File: src/rtl/spi_pkg.sv
// Shared types and defaults for the SPI frame initiator and its sibling SPI blocks.
package spi_pkg;

    localparam int SPI_FRAME_BITS = 512;
    localparam int SPI_CLK_DIV    = 1;

    typedef enum logic [2:0] {
        IDLE,
        SETUP,
        SCK_HIGH,
        SCK_LOW,
        HOLD,
        DONE
    } spi_state_t;

endpackage

File: src/rtl/spi_frame_master_if.sv
// Frame-level and serial-line signals of the SPI frame initiator.
interface spi_frame_master_if
    import spi_pkg::*;
#(
    parameter int FRAME_BITS = SPI_FRAME_BITS
);

    // Handshake: start is only sampled while idle. busy rises on the accept edge, and
    // done pulses for one cycle when rx_frame is updated.
    logic                  start;
    logic [FRAME_BITS-1:0] tx_frame;
    logic                  miso;
    logic                  sck;
    logic                  mosi;
    logic                  ce;
    logic [FRAME_BITS-1:0] rx_frame;
    logic                  busy;
    logic                  done;

    modport master (
        input  start, tx_frame, miso,
        output sck, mosi, ce, rx_frame, busy, done
    );

    modport slave (
        output start, tx_frame, miso,
        input  sck, mosi, ce, rx_frame, busy, done
    );

endinterface

File: src/rtl/spi_tick_gen.sv
// Phase divider: div_cnt counts 0..CLK_DIV-1 and tick marks the last cycle of each phase.
module spi_tick_gen #(
    parameter int CLK_DIV = 1,
    localparam int DIV_W  = $clog2(CLK_DIV + 1)
) (
    input  logic             clk,
    input  logic             reset,
    input  logic             i_clear,
    output logic             o_tick,
    output logic [DIV_W-1:0] o_div_cnt
);

    localparam logic [DIV_W-1:0] LAST = DIV_W'(CLK_DIV - 1);

    logic [DIV_W-1:0] r_div_cnt;

    always_ff @(posedge clk) begin
        if (!reset || i_clear) begin
            r_div_cnt <= '0;
        end else if (r_div_cnt == LAST) begin
            r_div_cnt <= '0;
        end else begin
            r_div_cnt <= r_div_cnt + 1'b1;
        end
    end

    assign o_tick    = (r_div_cnt == LAST);
    assign o_div_cnt = r_div_cnt;

endmodule

File: src/rtl/spi_frame_master.sv
// SPI initiator: shifts one frame out MSB first on sck/mosi/ce and captures miso into rx_frame.
module spi_frame_master
    import spi_pkg::*;
#(
    parameter int FRAME_BITS = SPI_FRAME_BITS,
    parameter int CLK_DIV    = SPI_CLK_DIV
) (
    input  logic                      clk,
    input  logic                      reset,
    spi_frame_master_if.master        bus,
    output spi_state_t                o_state
);

    localparam int BIT_W = $clog2(FRAME_BITS + 1);
    localparam int DIV_W = $clog2(CLK_DIV + 1);
    localparam logic [BIT_W-1:0] LAST_BIT = BIT_W'(FRAME_BITS);

    spi_state_t            r_state;
    logic [FRAME_BITS-1:0] r_tx_shift;
    logic [FRAME_BITS-1:0] r_rx_shift;
    logic [FRAME_BITS-1:0] r_rx_frame;
    logic [BIT_W-1:0]      r_bit_cnt;
    logic                  r_sck;
    logic                  r_mosi;
    logic                  r_ce;
    logic                  r_busy;
    logic                  r_done;

    logic                  w_tick;
    logic                  w_first;
    logic                  w_div_clear;
    logic [DIV_W-1:0]      w_div_cnt;

    // Holding the divider cleared while idle aligns every phase to the accept edge.
    assign w_div_clear = (r_state == IDLE);
    assign w_first     = (w_div_cnt == '0);

    spi_tick_gen #(
        .CLK_DIV (CLK_DIV)
    ) u_tick_gen (
        .clk       (clk),
        .reset     (reset),
        .i_clear   (w_div_clear),
        .o_tick    (w_tick),
        .o_div_cnt (w_div_cnt)
    );

    always_ff @(posedge clk) begin
        if (!reset) begin
            r_state    <= IDLE;
            r_tx_shift <= '0;
            r_rx_shift <= '0;
            r_rx_frame <= '0;
            r_bit_cnt  <= '0;
            r_sck      <= 1'b0;
            r_mosi     <= 1'b0;
            r_ce       <= 1'b0;
            r_busy     <= 1'b0;
            r_done     <= 1'b0;
        end else begin
            r_done <= 1'b0;
            case (r_state)
                IDLE: begin
                    r_sck  <= 1'b0;
                    r_ce   <= 1'b0;
                    r_mosi <= 1'b0;
                    if (bus.start) begin
                        r_tx_shift <= bus.tx_frame;
                        r_mosi     <= bus.tx_frame[FRAME_BITS-1];
                        r_ce       <= 1'b1;
                        r_busy     <= 1'b1;
                        r_bit_cnt  <= '0;
                        r_state    <= SETUP;
                    end
                end
                SETUP: begin
                    if (w_tick) begin
                        r_sck   <= 1'b1;
                        r_state <= SCK_HIGH;
                    end
                end
                SCK_HIGH: begin
                    if (w_first) begin
                        r_rx_shift <= {r_rx_shift[FRAME_BITS-2:0], bus.miso};
                    end
                    // Advancing the data on the falling transition keeps mosi steady
                    // for a full half-period on both sides of the next rising edge.
                    if (w_tick) begin
                        r_sck      <= 1'b0;
                        r_tx_shift <= r_tx_shift << 1;
                        r_mosi     <= r_tx_shift[FRAME_BITS-2];
                        r_bit_cnt  <= r_bit_cnt + 1'b1;
                        r_state    <= SCK_LOW;
                    end
                end
                SCK_LOW: begin
                    if (w_tick) begin
                        if (r_bit_cnt == LAST_BIT) begin
                            r_state <= HOLD;
                        end else begin
                            r_sck   <= 1'b1;
                            r_state <= SCK_HIGH;
                        end
                    end
                end
                HOLD: begin
                    if (w_tick) begin
                        r_ce       <= 1'b0;
                        r_mosi     <= 1'b0;
                        r_done     <= 1'b1;
                        r_rx_frame <= r_rx_shift;
                        r_state    <= DONE;
                    end
                end
                DONE: begin
                    r_busy  <= 1'b0;
                    r_state <= IDLE;
                end
                default: begin
                    r_state <= IDLE;
                end
            endcase
        end
    end

    assign bus.sck      = r_sck;
    assign bus.mosi     = r_mosi;
    assign bus.ce       = r_ce;
    assign bus.rx_frame = r_rx_frame;
    assign bus.busy     = r_busy;
    assign bus.done     = r_done;
    assign o_state      = r_state;

endmodule

File: src/flat_wrapper.sv
// flat-port wrapper written by rule: the top's interface ports become plain ports
module spi_frame_master_flat import spi_pkg::*;
#(
    parameter int FRAME_BITS = SPI_FRAME_BITS,
    parameter int CLK_DIV    = SPI_CLK_DIV
)
  (clk, reset, o_state, bus_start, bus_tx_frame, bus_miso, bus_sck, bus_mosi, bus_ce, bus_rx_frame, bus_busy, bus_done);
  spi_frame_master_if #(.FRAME_BITS(FRAME_BITS)) bus_i ();
  input  logic clk;
  input  logic reset;
  output spi_state_t o_state;
  input wire logic [$bits(bus_i.start)-1:0] bus_start;
  input wire logic [$bits(bus_i.tx_frame)-1:0] bus_tx_frame;
  input wire logic [$bits(bus_i.miso)-1:0] bus_miso;
  output wire logic [$bits(bus_i.sck)-1:0] bus_sck;
  output wire logic [$bits(bus_i.mosi)-1:0] bus_mosi;
  output wire logic [$bits(bus_i.ce)-1:0] bus_ce;
  output wire logic [$bits(bus_i.rx_frame)-1:0] bus_rx_frame;
  output wire logic [$bits(bus_i.busy)-1:0] bus_busy;
  output wire logic [$bits(bus_i.done)-1:0] bus_done;
  assign bus_i.start = bus_start;
  assign bus_i.tx_frame = bus_tx_frame;
  assign bus_i.miso = bus_miso;
  assign bus_sck = bus_i.sck;
  assign bus_mosi = bus_i.mosi;
  assign bus_ce = bus_i.ce;
  assign bus_rx_frame = bus_i.rx_frame;
  assign bus_busy = bus_i.busy;
  assign bus_done = bus_i.done;
  spi_frame_master #(.FRAME_BITS(FRAME_BITS), .CLK_DIV(CLK_DIV)) u_core (.clk(clk), .reset(reset), .bus(bus_i), .o_state(o_state));
endmodule
File: config.mk
export PLATFORM = sky130hd
export DESIGN_NAME = spi_frame_master_flat
export DESIGN_NICKNAME = d
export VERILOG_FILES = /design/src/rtl/spi_pkg.sv /design/src/rtl/spi_frame_master_if.sv /design/src/rtl/spi_tick_gen.sv /design/src/rtl/spi_frame_master.sv /design/src/flat_wrapper.sv
export SDC_FILE = /design/constraint.sdc
export NUM_CORES = 2
export LEC_CHECK = 0
export CAP_MARGIN = 20
export CORE_MARGIN = 3
export CORE_UTILIZATION = 25
export CTS_BUF_LIST = sky130_fd_sc_hd__clkbuf_16
export CTS_CLUSTER_DIAMETER = 200
export DETAILED_ROUTE_END_ITERATION = 8
export SYNTH_ARGS = -nofsm -noshare
export SYNTH_HDL_FRONTEND = slang
export SYNTH_SLANG_ARGS = --single-unit
File: constraint.sdc
create_clock -name clk -period 1.75 [get_ports clk]
set_input_delay 0.525 -clock clk [delete_from_list [all_inputs] [get_ports clk]]
set_output_delay 0.525 -clock clk [all_outputs]
set_load 0.03 [all_outputs]
==> impl_metrics.ini <==
[layout]
area_taken_by_flip_flops_and_latches_sq_um = 32030
layout-drive-gt1-share_pct = 22.53
multi_input_gate_area_sq_um = 26360
fillCellCount = 23570
area.growth.synth_to_final_pct = 44.06
final_net_count = 8980

[routing]
drt_pre_antenna_iters = 6
routed_wire_length_per_instance_um = 18.43
drc_errors = 0
dr_total_vias = 55870
antenna_left = 0
wl_mm = 216.5
via_per_inst = 4.756
detailedRoute.firstIterationViolations = 3886

[pwr]
internal_power_consumption_mw = 60.51
power.leakage_nw = 32.35
switching_power_mw = 21.06
power.share.clock_pct = 42.3
powerDensity_nw_per_um2 = 952.6
ir_drop_worst_vdd_v = 0.0007401
seq_power_share_pct = 46.0
p_comb_share_pct = 11.6
switching_share_pct = 25.82

[synthesis]
synth_cell_type_count = 45
postSynthAreaPerCell_sq_um = 8.039
ys.warnings.count = 0
post_synth_arst_share_pct = 0
number_of_synthesized_flops_with_an_enable_pin = 0
synth.cell_area_sq_um = 59440
synth_ff_type = dfxtp_1
post_synth_inst_count = 7394
seq_area_frac_synth_pct = 52.34
syn-num-nets = 7912
ys_seq_elements = 1554

[global_route]
vias_in_the_first_global_route = 52670
grt_first_pass_wirelength_mm = 311.5
antenna_violations_before_repair = 14
gr-total-overflow = 0
grt_max_degree = 191
groute.usage.overall_pct = 16.06

[placed_design]
pre_cts_ws_ns = -0.6426
buffer_ports.inserted = 1035
gp_congestion = 0.8842
detailed_place_hpwl_mm = 146.4

[floorplan]
top_level_ports = 1036
die_area_sq_um = 243700
row_count = 178
floorplan.core_area_sq_um = 235900
vertical_die_dimension_um = 493.6
initial_core_utilization_pct = 25.20
die_x_um = 493.6

[clocking]
clock_path_buffers = 3
cts_inserted_buffers = 165
cts_root_buffer = clkbuf_16
clock_insertion_delay_worst_skew_ns = 0.83
tritoncts = done
htree_levels = 4
tritoncts_num_sinks = 1554
clkTransAtPathRegs_ns = 0.06

[sta]
layout_min_cycle_time_ns = 1.986
worst_slew_pin_slew_ns = 0.7777
final.setup.tns_ns = -131.74
hold_viol_final = 0
min_period_over_period_pct = 113.5
worst_relative_slew_slack_pct = 48.16
fin_worst_skew_ns = 0.04854
max_freq_ghz = 0.5036
final_max_slew_viol_count = 0
timing.final.setup_violations = 1671
rsz0062_at_grt = true
setup_slack_ns = -0.2358

[worst_setup_path]
worstSetupStartpointType = flop
arrival_ns = 2.69
startpoint_of_the_most_critical_register_to_register_path = u_core.o_state[1]
worst_ep_required_time_ns = 2.46
endpoint_kind = flop
worst-path-max-fanout = 22
r2r_cells = 9
startpoint = u_core.o_state[1]
critical_path_class = reg2reg

[min_path]
worst_hold_path_type = in2reg
worstHoldStart = bus_tx_frame[321]
whs_path_cells = 3

[outcome]
violations = negative setup slack
outcome = finished with violations

[job]
max_capacitance_violation_count = 0
[cell type report]
cell class	count	share of cell area [%]
Tap cell	3150	4.603
Timing Repair Buffer	1530	20.99
Clock buffer	167	4.880
Clock inverter	132	1.308
Multi-Input combinational cell	5207	30.78
Sequential cell	1554	37.41
Inverter	4	0.01753
Antenna cell	3	0.008767
[sequential cells by signal, summed over array words and instances, names as in the netlist]
signal,cells
u_core.bus.busy,1
u_core.bus.ce,1
u_core.bus.done,1
u_core.bus.mosi,1
u_core.bus.rx_frame,512
u_core.bus.sck,1
u_core.o_state,3
u_core.r_bit_cnt,10
u_core.r_rx_shift,512
u_core.r_tx_shift,511
u_core.u_tick_gen.o_div_cnt,1
[worst max-delay path, cell delays in order (launching register included)]
cell and delay (ns):
dfxtp_4 0.37, buf_8 0.14, a211oi_4 0.34, nand2_8 0.15, buf_6 0.16, buf_12 0.15, buf_12 0.16, buf_12 0.16
a21oi_1 0.15, a21oi_1 0.08
[cell usage in the layout, fill, tap and decap left out, drive strengths merged, types with 3 or more instances in the layout]
master,n
a21boi,1025
a21oi,1024
and2,3
and3,4
buf,962
bufinv,12
clkbuf,218
clkdlybuf4s50,514
clkinv,70
clkinvlp,3
dfxtp,1554
diode,3
inv,51
nand2,2567
nand2b,3
nand3,6
nand4,3
nor2,13
nor2b,6
nor3,4
nor4b,4
o21ai,514
xor2,6
[cells by family (layout without fill, tap and decap cells)]
kind of cell | Yosys count | count (layout) | synth area share, %
other cells | 1 | 4 | 0.006309
compound gates | 2577 | 2577 | 26.10
flops | 1554 | 1554 | 52.34
xor+xnor | 7 | 7 | 0.1031
fa+ha+maj | 2 | 2 | 0.04209
buf+inv | 633 | 1833 | 4.648
simple gates | 2620 | 2620 | 16.76
[power by group through the flow]
stage | Sequential, mW | Combinational (mW) | Clock [mW]
2_1_floorplan | 38.0 | 4.09 | 0
3_3_place_gp | 38.3 | 7.32 | 0
3_5_place_dp | 38.3 | 7.44 | 0
4_1_cts | 37.4 | 7.92 | 35.4
5_1_grt | 37.6 | 10.2 | 36.7
6_report | 37.5 | 9.50 | 34.5
[metrics by stage]
stage | area (sq um) | power [mW] | util (%) | instances | hold slack [ns]
after detailed placement | 74750 | 45.78 | 31.69 | 11260 | 0.4445
after floorplan | 59440 | 42.10 | - | 7394 | 0.4412
final | 85630 | 81.57 | 36.31 | 11750 | 0.2366
after global placement | 74750 | 45.65 | 31.69 | 11260 | 0.4435
after CTS | 82900 | 80.68 | 35.15 | 11660 | 0.1329
after global routing | 85620 | 84.58 | 36.30 | 11750 | 0.1834
[synthesized netlist by cell type, types with 2 or more instances]
library cell     n  share of area [%]
nand2_1       2566                 16
dfxtp_1       1554                 52
a21oi_1       1024                8.6
a21boi_1       952                 12
o21ai_0        514                4.3
clkbuf_1       288                1.8
buf_2          273                2.3
a21boi_0        73               0.92
buf_1           56               0.35
buf_4           12               0.15
nor2_1          12              0.076
nand3_1          6              0.051
nor2b_1          6              0.063
xor2_1           6              0.088
and3_1           4              0.042
inv_1            4              0.025
nor4b_1          4              0.059
and2_1           3              0.032
nand2b_1         3              0.032
nand4_1          3              0.032
nor3_1           3              0.025
a211o_1          2              0.029
a31oi_1          2              0.021
ha_1             2              0.042
o21a_1           2              0.025
[per-layer routing]
layer,wire length (um),GRT usage (%),vias up
met1,90820,20.45,26620
met5,116,0,-
li1,-,-,26740
met3,13910,3.017,412
met4,9312,6.070,16
met2,102300,26.86,2083
[final timing paths]
path                            end  slack (ns)
min          u_core.r_tx_shift[321]        0.24
min reg2reg  u_core.r_rx_shift[260]        0.43
max           u_core.r_tx_shift[68]       -0.24
max reg2reg   u_core.r_tx_shift[68]       -0.24
[timing repair]
item,CTS,global route
pin swaps,2,21
buffers inserted,85,24
endpoints found under the setup margin,1951,2043
resized for setup,4082,346
gates cloned,9,67
hold buffers,1,0
endpoints found under the hold margin,1,0
No activity file was read; power rests on OpenSTA's default activity.
